===== src/rtl/bcd_to_bin_seq_if.sv =====
// Operand/result handshake bundle for bcd_to_bin_seq.
// Both channels use valid/ready: a beat transfers on a rising clk edge when valid && ready.
interface bcd_to_bin_seq_if #(
  parameter int DIGITS = 4,
  parameter int BIN_W  = 15
);
  logic                  in_valid;
  logic                  in_ready;
  logic [4*DIGITS-1:0]   bcd_in;
  logic                  carry_in;
  logic                  out_valid;
  logic                  out_ready;
  logic [BIN_W-1:0]      bin_out;
  logic                  err;

  modport master (
    output in_valid, bcd_in, carry_in, out_ready,
    input  in_ready, out_valid, bin_out, err
  );

  modport slave (
    input  in_valid, bcd_in, carry_in, out_ready,
    output in_ready, out_valid, bin_out, err
  );
endinterface


===== src/rtl/bcd_to_bin_seq.sv =====
// Sequential BCD(+carry)-to-binary converter, reverse double-dabble, one operand in flight.
// Optional macro BCD_CHECK_EN: reject digits >9 with err=1, bin_out=0. dbg_state: IDLE=0, SHIFT=1, DONE=2.
module bcd_to_bin_seq #(
  parameter int DIGITS = 4,
  parameter int BIN_W  = 15
) (
  input  logic              clk,
  input  logic              rst,
  bcd_to_bin_seq_if.slave   bus,
  output logic [1:0]        dbg_state
);
  localparam int BCD_W = 4 * (DIGITS + 1);
  localparam int REG_W = BCD_W + BIN_W;
  localparam int CNT_W = $clog2(BIN_W + 1);

  typedef enum logic [1:0] {IDLE = 2'd0, SHIFT = 2'd1, DONE = 2'd2} state_t;

  state_t             state, state_nxt;
  logic [REG_W-1:0]   work_q, work_step;
  logic [CNT_W-1:0]   cnt_q;
  logic [BIN_W-1:0]   bin_q;
  logic               err_q;
  logic               bad_q;
  logic               bad_digit;
  logic               accept;
  logic               last_iter;

  assign accept    = bus.in_valid && (state == IDLE);
  assign last_iter = (cnt_q == CNT_W'(BIN_W - 1));

  // One iteration: shift right, then pull every digit (carry nibble too) back by 3 if >=8.
  always_comb begin
    work_step = work_q >> 1;
    for (int d = 0; d <= DIGITS; d++) begin
      if (work_step[BIN_W + 4*d +: 4] >= 4'd8)
        work_step[BIN_W + 4*d +: 4] = work_step[BIN_W + 4*d +: 4] - 4'd3;
    end
  end

  always_comb begin
    bad_digit = 1'b0;
`ifdef BCD_CHECK_EN
    for (int d = 0; d < DIGITS; d++) begin
      if (bus.bcd_in[4*d +: 4] > 4'd9) bad_digit = 1'b1;
    end
`endif
  end

  always_ff @(posedge clk or posedge rst) begin
    if (rst) state <= IDLE;
    else     state <= state_nxt;
  end

  always_comb begin
    state_nxt = state;
    case (state)
      IDLE:    if (accept) state_nxt = SHIFT;
      SHIFT:   if (bad_q || last_iter) state_nxt = DONE;
      DONE:    if (bus.out_ready) state_nxt = IDLE;
      default: state_nxt = IDLE;
    endcase
  end

  always_comb begin
    bus.in_ready  = (state == IDLE);
    bus.out_valid = (state == DONE);
    dbg_state     = state;
  end

  always_ff @(posedge clk or posedge rst) begin
    if (rst) begin
      work_q <= '0;
      cnt_q  <= '0;
      bin_q  <= '0;
      err_q  <= 1'b0;
      bad_q  <= 1'b0;
    end else begin
      case (state)
        IDLE: begin
          if (accept) begin
            work_q <= {3'b000, bus.carry_in, bus.bcd_in, {BIN_W{1'b0}}};
            cnt_q  <= '0;
            bad_q  <= bad_digit;
          end
        end
        SHIFT: begin
          work_q <= work_step;
          cnt_q  <= cnt_q + CNT_W'(1);
          // A rejected operand spends exactly one cycle here before reporting.
          if (bad_q) begin
            bin_q <= '0;
            err_q <= 1'b1;
          end else if (last_iter) begin
            bin_q <= work_step[BIN_W-1:0];
            err_q <= 1'b0;
          end
        end
        default: ;
      endcase
    end
  end

  assign bus.bin_out = bin_q;
  assign bus.err     = err_q;
endmodule


===== src/flat_wrapper.sv =====
// flat-port wrapper written by rule: the top's interface ports become plain ports
module bcd_to_bin_seq_flat 
#(
  parameter int DIGITS = 4,
  parameter int BIN_W  = 15
)
  (clk, rst, dbg_state, bus_in_valid, bus_bcd_in, bus_carry_in, bus_out_ready, bus_in_ready, bus_out_valid, bus_bin_out, bus_err);
  bcd_to_bin_seq_if #(.DIGITS(DIGITS), .BIN_W(BIN_W)) bus_i ();
  input  logic clk;
  input  logic rst;
  output logic [1:0] dbg_state;
  input wire logic [$bits(bus_i.in_valid)-1:0] bus_in_valid;
  input wire logic [$bits(bus_i.bcd_in)-1:0] bus_bcd_in;
  input wire logic [$bits(bus_i.carry_in)-1:0] bus_carry_in;
  input wire logic [$bits(bus_i.out_ready)-1:0] bus_out_ready;
  output wire logic [$bits(bus_i.in_ready)-1:0] bus_in_ready;
  output wire logic [$bits(bus_i.out_valid)-1:0] bus_out_valid;
  output wire logic [$bits(bus_i.bin_out)-1:0] bus_bin_out;
  output wire logic [$bits(bus_i.err)-1:0] bus_err;
  assign bus_i.in_valid = bus_in_valid;
  assign bus_i.bcd_in = bus_bcd_in;
  assign bus_i.carry_in = bus_carry_in;
  assign bus_i.out_ready = bus_out_ready;
  assign bus_in_ready = bus_i.in_ready;
  assign bus_out_valid = bus_i.out_valid;
  assign bus_bin_out = bus_i.bin_out;
  assign bus_err = bus_i.err;
  bcd_to_bin_seq #(.DIGITS(DIGITS), .BIN_W(BIN_W)) u_core (.clk(clk), .rst(rst), .bus(bus_i), .dbg_state(dbg_state));
endmodule

===== config.mk =====
export PLATFORM = sky130hd
export DESIGN_NAME = bcd_to_bin_seq_flat
export DESIGN_NICKNAME = d
export VERILOG_FILES = /design/src/rtl/bcd_to_bin_seq_if.sv /design/src/rtl/bcd_to_bin_seq.sv /design/src/flat_wrapper.sv
export SDC_FILE = /design/constraint.sdc
export NUM_CORES = 1
export LEC_CHECK = 0
export CAP_MARGIN = 0
export CORE_ASPECT_RATIO = 0.7
export CORE_MARGIN = 1.5
export CORE_UTILIZATION = 59
export CTS_BUF_LIST = sky130_fd_sc_hd__clkbuf_8
export DETAILED_ROUTE_END_ITERATION = 6
export GPL_ROUTABILITY_DRIVEN = 0
export HOLD_SLACK_MARGIN = 0.08
export PLACE_DENSITY = 0.9
export SYNTH_ARGS = -nofsm -noshare
export SYNTH_HDL_FRONTEND = slang
export SYNTH_SLANG_ARGS = --single-unit

===== constraint.sdc =====
create_clock -name clk -period 2.7 [get_ports clk]
set_input_delay 0.405 -clock clk [delete_from_list [all_inputs] [get_ports clk]]
set_output_delay 0.405 -clock clk [all_outputs]
set_load 0.005 [all_outputs]

==> results of run 1 <==
[per-stage QoR]
step	setup slack, ns	cells
6_report	0.325	301
5_1_grt	0.206	301
4_1_cts	0.355	301
3_5_place_dp	0.702	293
3_3_place_gp	0.743	293
2_1_floorplan	1.04	209
[sequential cells by signal, summed over array words and instances (netlist names)]
signal and cells:
u_core.bus.bin_out 15, u_core.dbg_state 2, u_core.cnt_q 4, u_core.work_q 31
[worst max path at each step]
stage,end,slack [ns],depth (start not counted)
global route,bus_out_valid,0.21,3
detailed placement,bus_out_valid,0.70,3
global placement,bus_out_valid,0.74,3
CTS,bus_out_valid,0.35,3
floorplan,u_core.bus.bin_out[0],1.04,1
finish,bus_out_valid,0.33,3
[cell usage after synthesis (2+ instances only)]
library cell  number
xor2_1             4
o21ai_0           11
clkbuf_1           2
xnor2_1            4
nor2_1             3
a22o_1            14
a31oi_1            6
mux2_2             6
a2bb2oi_1          2
a21oi_1            4
nor2b_1            8
o221a_2            4
a32oi_1            2
inv_1             14
a41oi_1            2
dfrtp_1           52
nand2_1           12
buf_2              6
mux2_4             9
ha_1              10
buf_4              4
o22ai_1            8
o211a_1            4
nand3b_1           4
[per-layer routing]
layer  up-vias  global-route usage, %  routed length (um)
met1       916                   35.1                2460
met4         0                   6.16                  31
met5         -                      0                   0
met2        56                   39.0                2400
met3         4                   6.08                 269
li1        823                      -                   -
[cells by family after synthesis]
kind of cell	share of synthesized area (%)
xor+xnor	2.81
mux	8.52
other cells	0.150
buf+inv	5.26
compound gates	18.7
fa+ha+maj	5.01
simple gates	7.42
flops	52.1
[power breakdown]
group          switching, uW  internal, uW
logic                    564           785
clock network            251           181
registers                348          1120
[cell usage in the layout, fill, tap and decap left out, types with 6 or more instances in the layout]
cell,Yosys,routed
o21ai_0,11,11
o22ai_1,8,8
a22o_1,14,14
mux2_2,6,6
nor2b_1,8,8
dfrtp_1,52,52
nand2_1,12,12
clkdlybuf4s50_1,0,39
mux2_4,9,9
inv_1,14,14
ha_1,10,10
a31oi_1,6,6
buf_4,4,6
[critical path, cell delays in order, from the launching register on]
cell,delay [ns]
dfrtp_1,0.62
inv_1,0.30
nor2_1,0.22
clkdlybuf4s50_1,0.53
[area by class of cell]
class	instances	area, um^2	area share [%]
clock buffers	5	68.8	2.29
well taps	52	65.1	2.16
inverters	14	52.6	1.75
multi-input cells	130	1060	35.4
repair buffers	45	435	14.5
flip-flops and latches	52	1300	43.3
clock inverters	3	20.0	0.666
==> run_results.csv, run 1 <==
group,metric,value,unit
outcome,outcome,"completed",
detailed_routing,dr.pass1.iters,4,
worst_setup_path,path_class,"register to primary output",
place,dpl_cell_area,2920,um^2
detailed_routing,drc,0,
power,ir_drop,0.620,mV
synth,ys_seq_elements,52,
cts,cts_tree,"built",
worst_setup_path,cp_data_required_time,2.30,ns
cts,ctsResizeCount,0,
cells_and_area,drive_gt1_share,14.5,%
timing,finalClockSkew,0.00922,ns
cts,numCtsBuffers,5,
detailed_routing,vias_per_cell,5.98,
timing,hold_viol,0,
timing,worst_pin_slew,0.571,ns
cts,clockBufferDepth,2,
timing,fmax,421,MHz
cts,cts_hold_buffers,0,
cts,clk_pin_slew_worst_paths,0.09,ns
run,drv_cap,0,
place,dpl.hpwl,3.58,mm
detailed_routing,drt_iter0_markers,155,
cells_and_area,design_area,3010,um^2
global_route,antenna_found_initial,0,
cts,postCtsSetupRepairBufs,0,
cells_and_area,area_delta_synth_final,20.5,%
synth,syn_area,2500,um^2
synth,synth_edf_count,0,
cells_and_area,diodes,0,
detailed_routing,wl_per_cell,17.2,um
timing,rsz0062_at_grt,"no",
synth,synth_fp_nets,240,
timing,tns,0,ns
global_route,grt_max_degree,28,
die,core_region_area,3990,um^2
worst_setup_path,regToRegStartpoint,"u_core.dbg_state[0]",
worst_setup_path,cp-start-kind,"register",
die,dieWidth,80.7,um
worst_setup_path,critPathArrivalTime,1.97,ns
timing,timing.final.crit_share,88.0,%
timing,max_slew_margin,61.8,%
worst_setup_path,r2r-end,"u_core.bus.bin_out[8]",
timing,timing.hold.ws,0.463,ns
power,power.total,3250,uW
global_route,grt_pass1_wl,8.70,mm
synth,synth-async-reset-ratio,100,%
cts,cts.sinks,52,
synth,synth.top_cell.area_share,52.1,%
synth,syn_inst,209,
cells_and_area,fillCellCount,252,
global_route,grt_usage,24.8,%
die,die_y,57.4,um
min_path,min_path_type,"input pin to async pin",
power,power.density,1080,nW/um^2
synth,avgSynthCellArea,11.9,um^2
cts,clkLatencyLatePin,0.30,ns
timing,report.final.slew_viol_count,0,
die,rows,19,
synth,synth_ff_type,"dfrtp_1",
die,design.die.area,4640,um^2
worst_setup_path,cp-end-kind,"primary output",
timing,period_needed,2.37,ns
timing,final-setup-viol-count,0,
cts,cts-root-buf,"clkbuf_8",
synth,synth_seq_area_share,52.1,%
global_route,grt_pass1_vias,1780,
die,io_pins,41,
cts,cts_htree_levels,2,
worst_setup_path,ff2ff_setup_slack,0.83,ns
worst_setup_path,crit_start,"u_core.dbg_state[1]",
synth,yosys_warnings,0,
power,p_leak,0.00136,uW
worst_setup_path,critPathMaxFanout,12,
detailed_routing,drt_wl_total,5.16,mm
synth,netlist.top_cell.by_area,"dfrtp_1",
synth,synth.area.top_cells,"dfrtp_1 (52%), mux2_4 (5.4%), ha_1 (5.0%)",
place,io_buffers,39,
cells_and_area,fin_nets,279,
synth,synthDistinctLibCells,38,
die,start_util,62.5,%
detailed_routing,postRouteAntennaNets,0,
worst_setup_path,r2r_cells,3,
cells_and_area,utilization,75.3,%
global_route,grt_overflow_total,0,
detailed_routing,vias,1799,
Power figures use the tool's default switching activity.
==> run 2, diff against run 1 <==
SLEW_MARGIN = 20   (was unset)
==> results of run 2 <==
The final DEF is identical to that of run 1; final timing and power are the same.
